<file path="src/rtl/serial_add_seq.sv">
// Bit-serial adder sequencer: feeds one operand bit pair per clock (LSB first)
// through a single full-add slice and publishes the assembled sum on completion.
module serial_add_seq #(
  parameter int unsigned WIDTH = 8
) (
  input  logic             clk,
  input  logic             rst,
  input  logic             start,
  input  logic [WIDTH-1:0] a,
  input  logic [WIDTH-1:0] b,
  output logic             busy,
  output logic             done,
  output logic [WIDTH-1:0] sum,
  output logic             cout
);

  localparam int unsigned    CW   = (WIDTH > 1) ? $clog2(WIDTH) : 1;
  localparam logic [CW-1:0]  LAST = CW'(WIDTH - 1);

  typedef enum logic [1:0] {IDLE, RUN, DONE} state_t;

  state_t           state_q, state_d;
  logic [WIDTH-1:0] a_sr_q, a_sr_d;
  logic [WIDTH-1:0] b_sr_q, b_sr_d;
  logic [WIDTH-1:0] acc_q, acc_d;
  logic [WIDTH-1:0] sum_q, sum_d;
  logic             carry_q, carry_d;
  logic             cout_q, cout_d;
  logic [CW-1:0]    cnt_q, cnt_d;
  logic             bit_s;

  always_comb begin
    state_d = state_q;
    a_sr_d  = a_sr_q;
    b_sr_d  = b_sr_q;
    acc_d   = acc_q;
    sum_d   = sum_q;
    carry_d = carry_q;
    cout_d  = cout_q;
    cnt_d   = cnt_q;
    bit_s   = a_sr_q[0] ^ b_sr_q[0] ^ carry_q;

    case (state_q)
      // DONE accepts a new request exactly like IDLE, giving back-to-back issue
      IDLE, DONE: begin
        state_d = IDLE;
        if (start) begin
          a_sr_d  = a;
          b_sr_d  = b;
          acc_d   = '0;
          carry_d = 1'b0;
          cnt_d   = '0;
          state_d = RUN;
        end
      end
      RUN: begin
        carry_d = (a_sr_q[0] & b_sr_q[0]) | (carry_q & (a_sr_q[0] ^ b_sr_q[0]));
        a_sr_d  = a_sr_q >> 1;
        b_sr_d  = b_sr_q >> 1;
        // Shift-with-MSB-insert written as OR so it stays legal when WIDTH=1
        acc_d   = (acc_q >> 1) | (WIDTH'(bit_s) << (WIDTH - 1));
        cnt_d   = cnt_q + CW'(1);
        if (cnt_q == LAST) begin
          sum_d   = acc_d;
          cout_d  = carry_d;
          state_d = DONE;
        end
      end
      default: state_d = IDLE;
    endcase
  end

  always_ff @(posedge clk or posedge rst) begin
    if (rst) begin
      state_q <= IDLE;
      a_sr_q  <= '0;
      b_sr_q  <= '0;
      acc_q   <= '0;
      sum_q   <= '0;
      carry_q <= 1'b0;
      cout_q  <= 1'b0;
      cnt_q   <= '0;
    end else begin
      state_q <= state_d;
      a_sr_q  <= a_sr_d;
      b_sr_q  <= b_sr_d;
      acc_q   <= acc_d;
      sum_q   <= sum_d;
      carry_q <= carry_d;
      cout_q  <= cout_d;
      cnt_q   <= cnt_d;
    end
  end

  assign busy = (state_q == RUN);
  assign done = (state_q == DONE);
  assign sum  = sum_q;
  assign cout = cout_q;

endmodule
</file>
<file path="config.mk">
export PLATFORM = sky130hd
export DESIGN_NAME = serial_add_seq
export DESIGN_NICKNAME = d
export VERILOG_FILES = /design/src/rtl/serial_add_seq.sv
export SDC_FILE = /design/constraint.sdc
export NUM_CORES = 1
export LEC_CHECK = 0
export CAP_MARGIN = 20
export CORE_MARGIN = 3
export CORE_UTILIZATION = 58
export CTS_BUF_LIST = sky130_fd_sc_hd__clkbuf_2 sky130_fd_sc_hd__clkbuf_4 sky130_fd_sc_hd__clkbuf_8
export DETAILED_ROUTE_END_ITERATION = 10
export GPL_TIMING_DRIVEN = 0
export PLACE_DENSITY_LB_ADDON = 0.08
export REMOVE_ABC_BUFFERS = 1
export SLEW_MARGIN = 20
export SYNTH_ARGS = -nofsm -noshare
export SYNTH_HDL_FRONTEND = slang
export SYNTH_SLANG_ARGS = --single-unit
</file>
<file path="constraint.sdc">
create_clock -name clk -period 4.3 [get_ports clk]
set_input_delay 0.86 -clock clk [delete_from_list [all_inputs] [get_ports clk]]
set_output_delay 0.86 -clock clk [all_outputs]
set_load 0.02 [all_outputs]
</file>
# Yosys cells after proc, flatten, opt, wreduce, memory -nomap -nowiden
# Cells that the tools add are included.
[word_totals]
wordCells = 38
inputBits = 19
output_inout_bits = 11
reg_bits = 39
[classes]
n_reduce_logical = 5
eq_ne = 5
bitwise = 6
n_addsub = 1
mux = 13
[ops]
columns = ["cell", "count"]
rows = [
  ["8-bit one-hot mux with 2 select lines", 3],
  ["8-bit two-way mux", 3],
  ["7-bit by 8-bit bitwise OR with 8-bit output", 1],
  ["3-bit one-hot mux with 2 select lines", 1],
  ["2-bit one-hot mux with 2 select lines", 1],
  ["2-bit AND reduction", 2],
  ["3-bit by 1-bit adder with 3-bit output, second input constant", 1],
  ["3-bit == test, second input constant", 1],
  ["3-bit two-way mux", 1],
  ["1-bit bitwise AND", 2],
  ["2-bit by 1-bit == test with 1-bit output, second input constant", 1],
  ["2-bit == test, second input constant", 1],
  ["2-bit logical NOT", 1],
  ["1-bit two-way mux", 2],
  ["2-bit two-way mux", 1],
  ["2-bit by 1-bit != test with 1-bit output, second input constant", 1],
  ["2-bit != test, second input constant", 1],
  ["1-bit one-hot mux with 2 select lines", 1],
  ["2-bit nonzero test", 1],
  ["2-bit OR reduction", 1],
  ["1-bit XOR", 2],
  ["1-bit bitwise OR", 1],
]

# Logic depth before layout (Yosys ltp)
# Gate-level depths: netlist (run 1).
[depth]
depth_word = 4
mapped_depth = 8
mapped_depth_nobuf = 4

# Least setup slack after synthesis (run 1)
# Ideal clock, no wire load.
[synth_path]
kind = "reg2out"
start = "reg state_q[1]"
end = "out busy"
slack_ns = 2.381
stages_incl_launch_ff = 7
required_ns = 3.440
path_buffers = 4
arrival_time_ns = 1.059
cell_sequence = "dfrtp_1 -> buf_6 -> nand2b_4 -> buf_6 -> inv_8 -> buf_12 -> buf_12"
[synth_via]
elab_chain_len = 1
[synth_lines]
columns = ["item", "line", "text"]
rows = [
  ["from (decl)", "22", "state_t state_q, state_d;"],
  ["from (signal assigned)", "84", "state_q <= state_d;"],
  ["2-bit by 1-bit == test with 1-bit output", "95", "assign busy = (state_q == RUN);"],
  ["to (decl)", "11", "output logic busy,"],
]
# Every way passes these cells.

# Worst setup path after layout (run 1)
[layout_path]
start = "reg state_q[0]"
end = "out busy"
# The elaborated chain is that of the path after synthesis.

==> results of run 1 <==
layout by cell type (no fill, tap or decap), types with 2 or more instances in the layout:
| cell type | n |
|---|---|
| clkdlybuf4s50_1 | 29 |
| nor2b_1 | 2 |
| dfrtp_1 | 38 |
| nor3_1 | 4 |
| o22ai_1 | 13 |
| clkinv_2 | 2 |
| o21ai_0 | 2 |
| nor3_2 | 9 |
| a22o_1 | 12 |
| clkbuf_4 | 5 |
| nor2_1 | 14 |
| ha_1 | 2 |
| mux2_2 | 6 |
| mux2_4 | 9 |
registers in the layout (all words and copies together) (netlist names):
name and count:
sum 8, b_sr_q 8, a_sr_q 8, cout 1, cnt_q 3, carry_q 1, acc_q 7, state_q 2
cells by family (layout without fill, tap and decap cells):
| logic type | after synthesis | count (layout) | synth area share, % |
|---|---|---|---|
| and+or+nand+nor | 35 | 35 | 13.48 |
| buffers and inverters | 12 | 40 | 6.171 |
| muxes | 16 | 16 | 12.06 |
| AOI/OAI and AO/OA | 29 | 29 | 11.84 |
| DFF | 38 | 38 | 53.90 |
| adders and majority gates | 3 | 3 | 2.553 |
per-stage QoR:
stage / total power, mW / instance area [um^2] / hold slack, ps / util (%)
after floorplan: 1.112 / 1674 / 466.9 / -
after global routing: 1.601 / 2064 / 534.3 / 72.98
after detailed placement: 1.325 / 2017 / 491.2 / 71.30
after global placement: 1.287 / 2003 / 487.0 / 70.81
after CTS: 1.498 / 2064 / 518.8 / 72.98
final: 1.483 / 2064 / 517.1 / 72.98
power groups by stage:
stage	clock (mW)	sequential [mW]	combinational [mW]
2_1_floorplan	0	0.666	0.446
3_3_place_gp	0	0.646	0.641
3_5_place_dp	0	0.656	0.669
4_1_cts	0.176	0.648	0.674
5_1_grt	0.193	0.671	0.737
6_report	0.170	0.648	0.665
worst paths after layout:
check / endpoint / slack, ps / depth (start not counted)
worst max-delay path: busy / 1360 / 3
worst min-delay path: a_sr_q[7]$_DFFE_PP0P_ / 520 / 1
worst max register to register: sum[3]$_DFFE_PP0P_ / 2650 / 4
worst min register to register: a_sr_q[7]$_DFFE_PP0P_ / 520 / 1
max in group asynchronous: a_sr_q[1]$_DFFE_PP0P_ / 2840 / 2
min in group asynchronous: carry_q$_DFFE_PP0P_ / 970 / 2
metal layers:
| metal | vias up | wire length (um) | share of wire [%] |
|---|---|---|---|
| li1 | 535 | - | - |
| met1 | 555 | 1448 | 46 |
| met2 | 25 | 1496 | 48 |
| met3 | 4 | 146 | 4.7 |
| met4 | 0 | 47 | 1.5 |
| met5 | - | 0 | 0 |
critical path, delay by kind of cell (launching register included):
kind | cells | cell delay [ps]
buf+inv | 2 | 870
flops | 1 | 640
simple gates | 1 | 240
area by class of cell:
class	count	area share, %
sequential	38	46.06
multi-input combinational	83	34.24
timing repair buffer	30	14.61
tap	31	1.879
clock buffer	5	1.818
inverter	3	0.9091
clock inverter	2	0.4848
==> impl_metrics.toml, run 1 <==
[outcome]
status = "completed"

[clock_tree]
clock_latency_ps = 350
post_cts_buffers = 0
clkTransAtPathRegs_ps = 100
cts_resized = 0
cts_hold_buf = 0
cts_sinks = 38
numCtsBuffers = 5
cts_tree = "done"
root_buffer = "clkbuf_4"
cts_max_level = 2
cts_buffer_depth = 2

[critical_path]
crit_slowest_cell = "dfrtp_1"
arrival_ps = 2080
crit_chain = "nand2b_4 > inv_8 > clkdlybuf4s50_1"
path_max_fanout = 20
critPathMaxStageDelay_ps = 640
critPathLaunchType = "flip-flop"
crit_required_ps = 3440
cp-startpoint = "state_q[0]$_DFFE_PP0P_"
endpoint_kind = "output pin"
path_class = "flip-flop to output pin"
rr_startpoint = "state_q[0]$_DFFE_PP0P_"

[synth]
synth_ff_type = "dfrtp_1"
synth_top_cell_by_area = "dfrtp_1"
synth_top_area_share_pct = 53.90
post-synth-top-count-cell = "dfrtp_1"
async_flop_share_pct = 100.0
syn_area_um2 = 1764
synth-edff-count = 0
yosysSeqAreaShare_pct = 53.90
synth_cell_types = 26
synth-warning-count = 0
yosys-top-cells-area = "dfrtp_1 54%, mux2_4 7.7%, a22o_1 6.0%, nor3_2 5.1%, o22ai_1 4.6%"
synthTopCellsByCount = "38 x dfrtp_1, 14 x nor2_1, 13 x o22ai_1"
syn_area_per_cell_um2 = 13.26
syn_inst = 133
synth_seq_cells = 38

[final_layout]
multi_input_comb_area_um2 = 706.9
seqCellArea_um2 = 950.9
nFillCells = 216
n_antenna_cell = 0
drive_above_1_share_pct = 23.60
syn_to_final_growth_pct = 17.02
final_cell_count_no_fill = 192
fin_nets = 183

[floorplanning]
chipWidth_um = 61.15
initial_core_util_pct = 62.36
chipHeight_um = 61.15
num_rows = 19
dieArea_um2 = 3739
num_io_pins = 30
core_um2 = 2829

[sta]
tightest_slew_ps = 760.4
worst_slack_ps = 1357
maxSlewViolCount = 0
timing.fmax_ghz = 0.3398
rsz0062_at_grt = "no"
fin_skew_ps = 13.48
slew_headroom_pct = 49.23
finalSetupViolCount = 0
fin_crit_sh_pct = 68.43
tns_ps = 0
period_minus_slack_ps = 2943
hold_viol = 0

[pwr]
p_per_area_nw_per_um2 = 718.3
ir_drop_uv = 458.4
p_leak_nw = 0.9224
p_clk_share_pct = 11.5
sw_frac_of_total_pct = 37.93
combPwrFrac_pct = 44.9
p_int_mw = 0.9204
p_sw_mw = 0.5625
pwr-share-seq_pct = 43.7

[route]
routed_wl_um = 3139
routedWlPerCell_um = 16.35
postRouteAntennaNets = 0
first_pass_iters = 5
viasPerCell = 5.828
routed-via-count = 1119
drc_errors = 0
drt_iter0_markers = 85

[global_routing]
use_met1_pct = 27.53
grt_use_total_pct = 19.76
grt_pass1_wl_um = 5202
grtUsageMet3_pct = 6.289
grt_overflow_total = 0
use_met2_pct = 28.55
antenna_found_initial = 0
grt_max_degree = 39
grt_busiest_layer = "met2"
grt_pass1_vias = 1082

[placed_design]
port_buffers = 29
pre_cts_ws_ps = 1704
place_hpwl_um = 2038
gp_congestion = 0.7228
dpl.cell_count = 185

[worst_hold_path]
hold_class = "flip-flop to flip-flop"
holdCritStartpoint = "a_sr_q[7]$_DFFE_PP0P_"

[run]
maxCapViolCount = 0
(Power assumes the default switching activity.)
==> run 2, diff against run 1 <==
CORE_UTILIZATION = 54   (was 58)
clock period = 2.9 ns   (was 4.3 ns; I/O delays follow)
==> run 2 against run 1 <==
Net effect: core utilization down 5.1 points; combinational power is 48% higher; clock power increased by 55%; power is 49% higher; die area increased by 6.7%; cell count increased by 6.8%; cell area grew 1.2%; clock-buffer cell count up 2; critical path type unchanged; critical endpoint unchanged; largest power group unchanged; highest routed layer unchanged.
==> impl_metrics.toml, run 2 (synthesis results as in run 1) <==
[floorplanning]
chipHeight_um = 63.16
chipWidth_um = 63.16
num_rows = 20
core_um2 = 3078
num_io_pins = 30
initial_core_util_pct = 57.32
dieArea_um2 = 3989

[final_layout]
final_cell_mix = "38 x dfrtp_1, 29 x clkdlybuf4s50_1, 14 x nor2_1"
n_antenna_cell = 0
mostFrequentLayoutCell = "dfrtp_1"
nFillCells = 252
fin_nets = 183
final_cell_count_no_fill = 205
drive_above_1_share_pct = 23.60
syn_to_final_growth_pct = 18.44

[route]
drt_iter0_markers = 37
viasPerCell = 5.454
routed-via-count = 1118
routedWlPerCell_um = 14.67
postRouteAntennaNets = 0
routed_wl_um = 3008
first_pass_iters = 4
drc_errors = 0

[clock_tree]
clkTransAtPathRegs_ps = 100
clock_latency_ps = 330
post_cts_buffers = 0
cts_resized = 0
cts_hold_buf = 0
cts_max_level = 2
root_buffer = "clkbuf_4"
cts_sinks = 38
numCtsBuffers = 5
cts_buffer_depth = 2
cts_tree = "done"

[sta]
timing.fmax_ghz = 0.3773
fin_crit_sh_pct = 91.39
finalSetupViolCount = 0
worst_slack_ps = 249.7
rsz0062_at_grt = "no"
fin_skew_ps = 3.343
slew_headroom_pct = 48.32
hold_viol = 0
period_minus_slack_ps = 2650
tightest_slew_ps = 774.1
tns_ps = 0
maxSlewViolCount = 0

[pwr]
p_per_area_nw_per_um2 = 1057
p_leak_nw = 0.9249
ir_drop_uv = 565.6

[global_routing]
grt_max_degree = 39
grt_pass1_vias = 1120
antenna_found_initial = 0
grt_overflow_total = 0
grt_pass1_wl_um = 5333
grt_use_total_pct = 17.45

[critical_path]
endpoint_kind = "output pin"
path_class = "flip-flop to output pin"
arrival_ps = 2070
critPathLaunchType = "flip-flop"
crit_required_ps = 2320
path_max_fanout = 20

[placed_design]
pre_cts_ws_ps = 627.9
gp_congestion = 0.7594
port_buffers = 29
dpl.cell_count = 198
place_hpwl_um = 2083

[worst_hold_path]
hold_class = "flip-flop to flip-flop"

[outcome]
status = "completed"

[run]
maxCapViolCount = 0
## run 2: worst max-delay path, stage by stage (launching register included)
cell and delay [ps]:
dfrtp_1 630, nand2b_4 240, inv_8 220, clkdlybuf4s50_1 640
## run 2: final timing paths
path,from,cells past startpoint,slack [ps],end
max,state_q[0]$_DFFE_PP0P_,3,250,busy
min,sum[1]$_DFFE_PP0P_,1,520,sum[1]$_DFFE_PP0P_
max reg2reg,state_q[0]$_DFFE_PP0P_,4,1250,sum[4]$_DFFE_PP0P_
min reg2reg,sum[1]$_DFFE_PP0P_,1,520,sum[1]$_DFFE_PP0P_
max in group asynchronous,rst,2,1710,cnt_q[2]$_DFFE_PP0P_
min in group asynchronous,rst,2,700,cout$_DFFE_PP0P_
## run 2: layout make-up
cell class / count / area, um^2 / share of cell area (%)
Tap cell: 44 / 55.05 / 2.635
Inverter: 3 / 18.77 / 0.8982
Multi-Input combinational cell: 83 / 706.9 / 33.83
Clock buffer: 7 / 52.55 / 2.515
Timing Repair Buffer: 30 / 305.3 / 14.61
Sequential cell: 38 / 950.9 / 45.51
## run 2: where the power goes
group / internal, mW / switching, mW / leakage (nW) / total [mW]
Clock: 0.110 / 0.154 / 0.0322 / 0.264
Combinational: 0.510 / 0.475 / 0.420 / 0.986
Sequential: 0.770 / 0.188 / 0.472 / 0.958
## run 2: per-layer routing
layer / GRT usage, % / part of all wire (%)
met4: 6.612 / 1.7
met5: 0 / 0
met3: 6.417 / 6.1
met2: 28.72 / 49
met1: 20.77 / 43
## run 2: per-stage QoR
step | cell area [um^2] | hold WS, ps | util [%] | power [mW]
3_3_place_gp | 2019 | 484.5 | 65.61 | 1.902
3_5_place_dp | 2037 | 495.3 | 66.18 | 1.966
4_1_cts | 2090 | 522.7 | 67.89 | 2.240
2_1_floorplan | 1674 | 466.9 | - | 1.648
5_1_grt | 2090 | 538.7 | 67.89 | 2.378
6_report | 2090 | 515.3 | 67.89 | 2.208
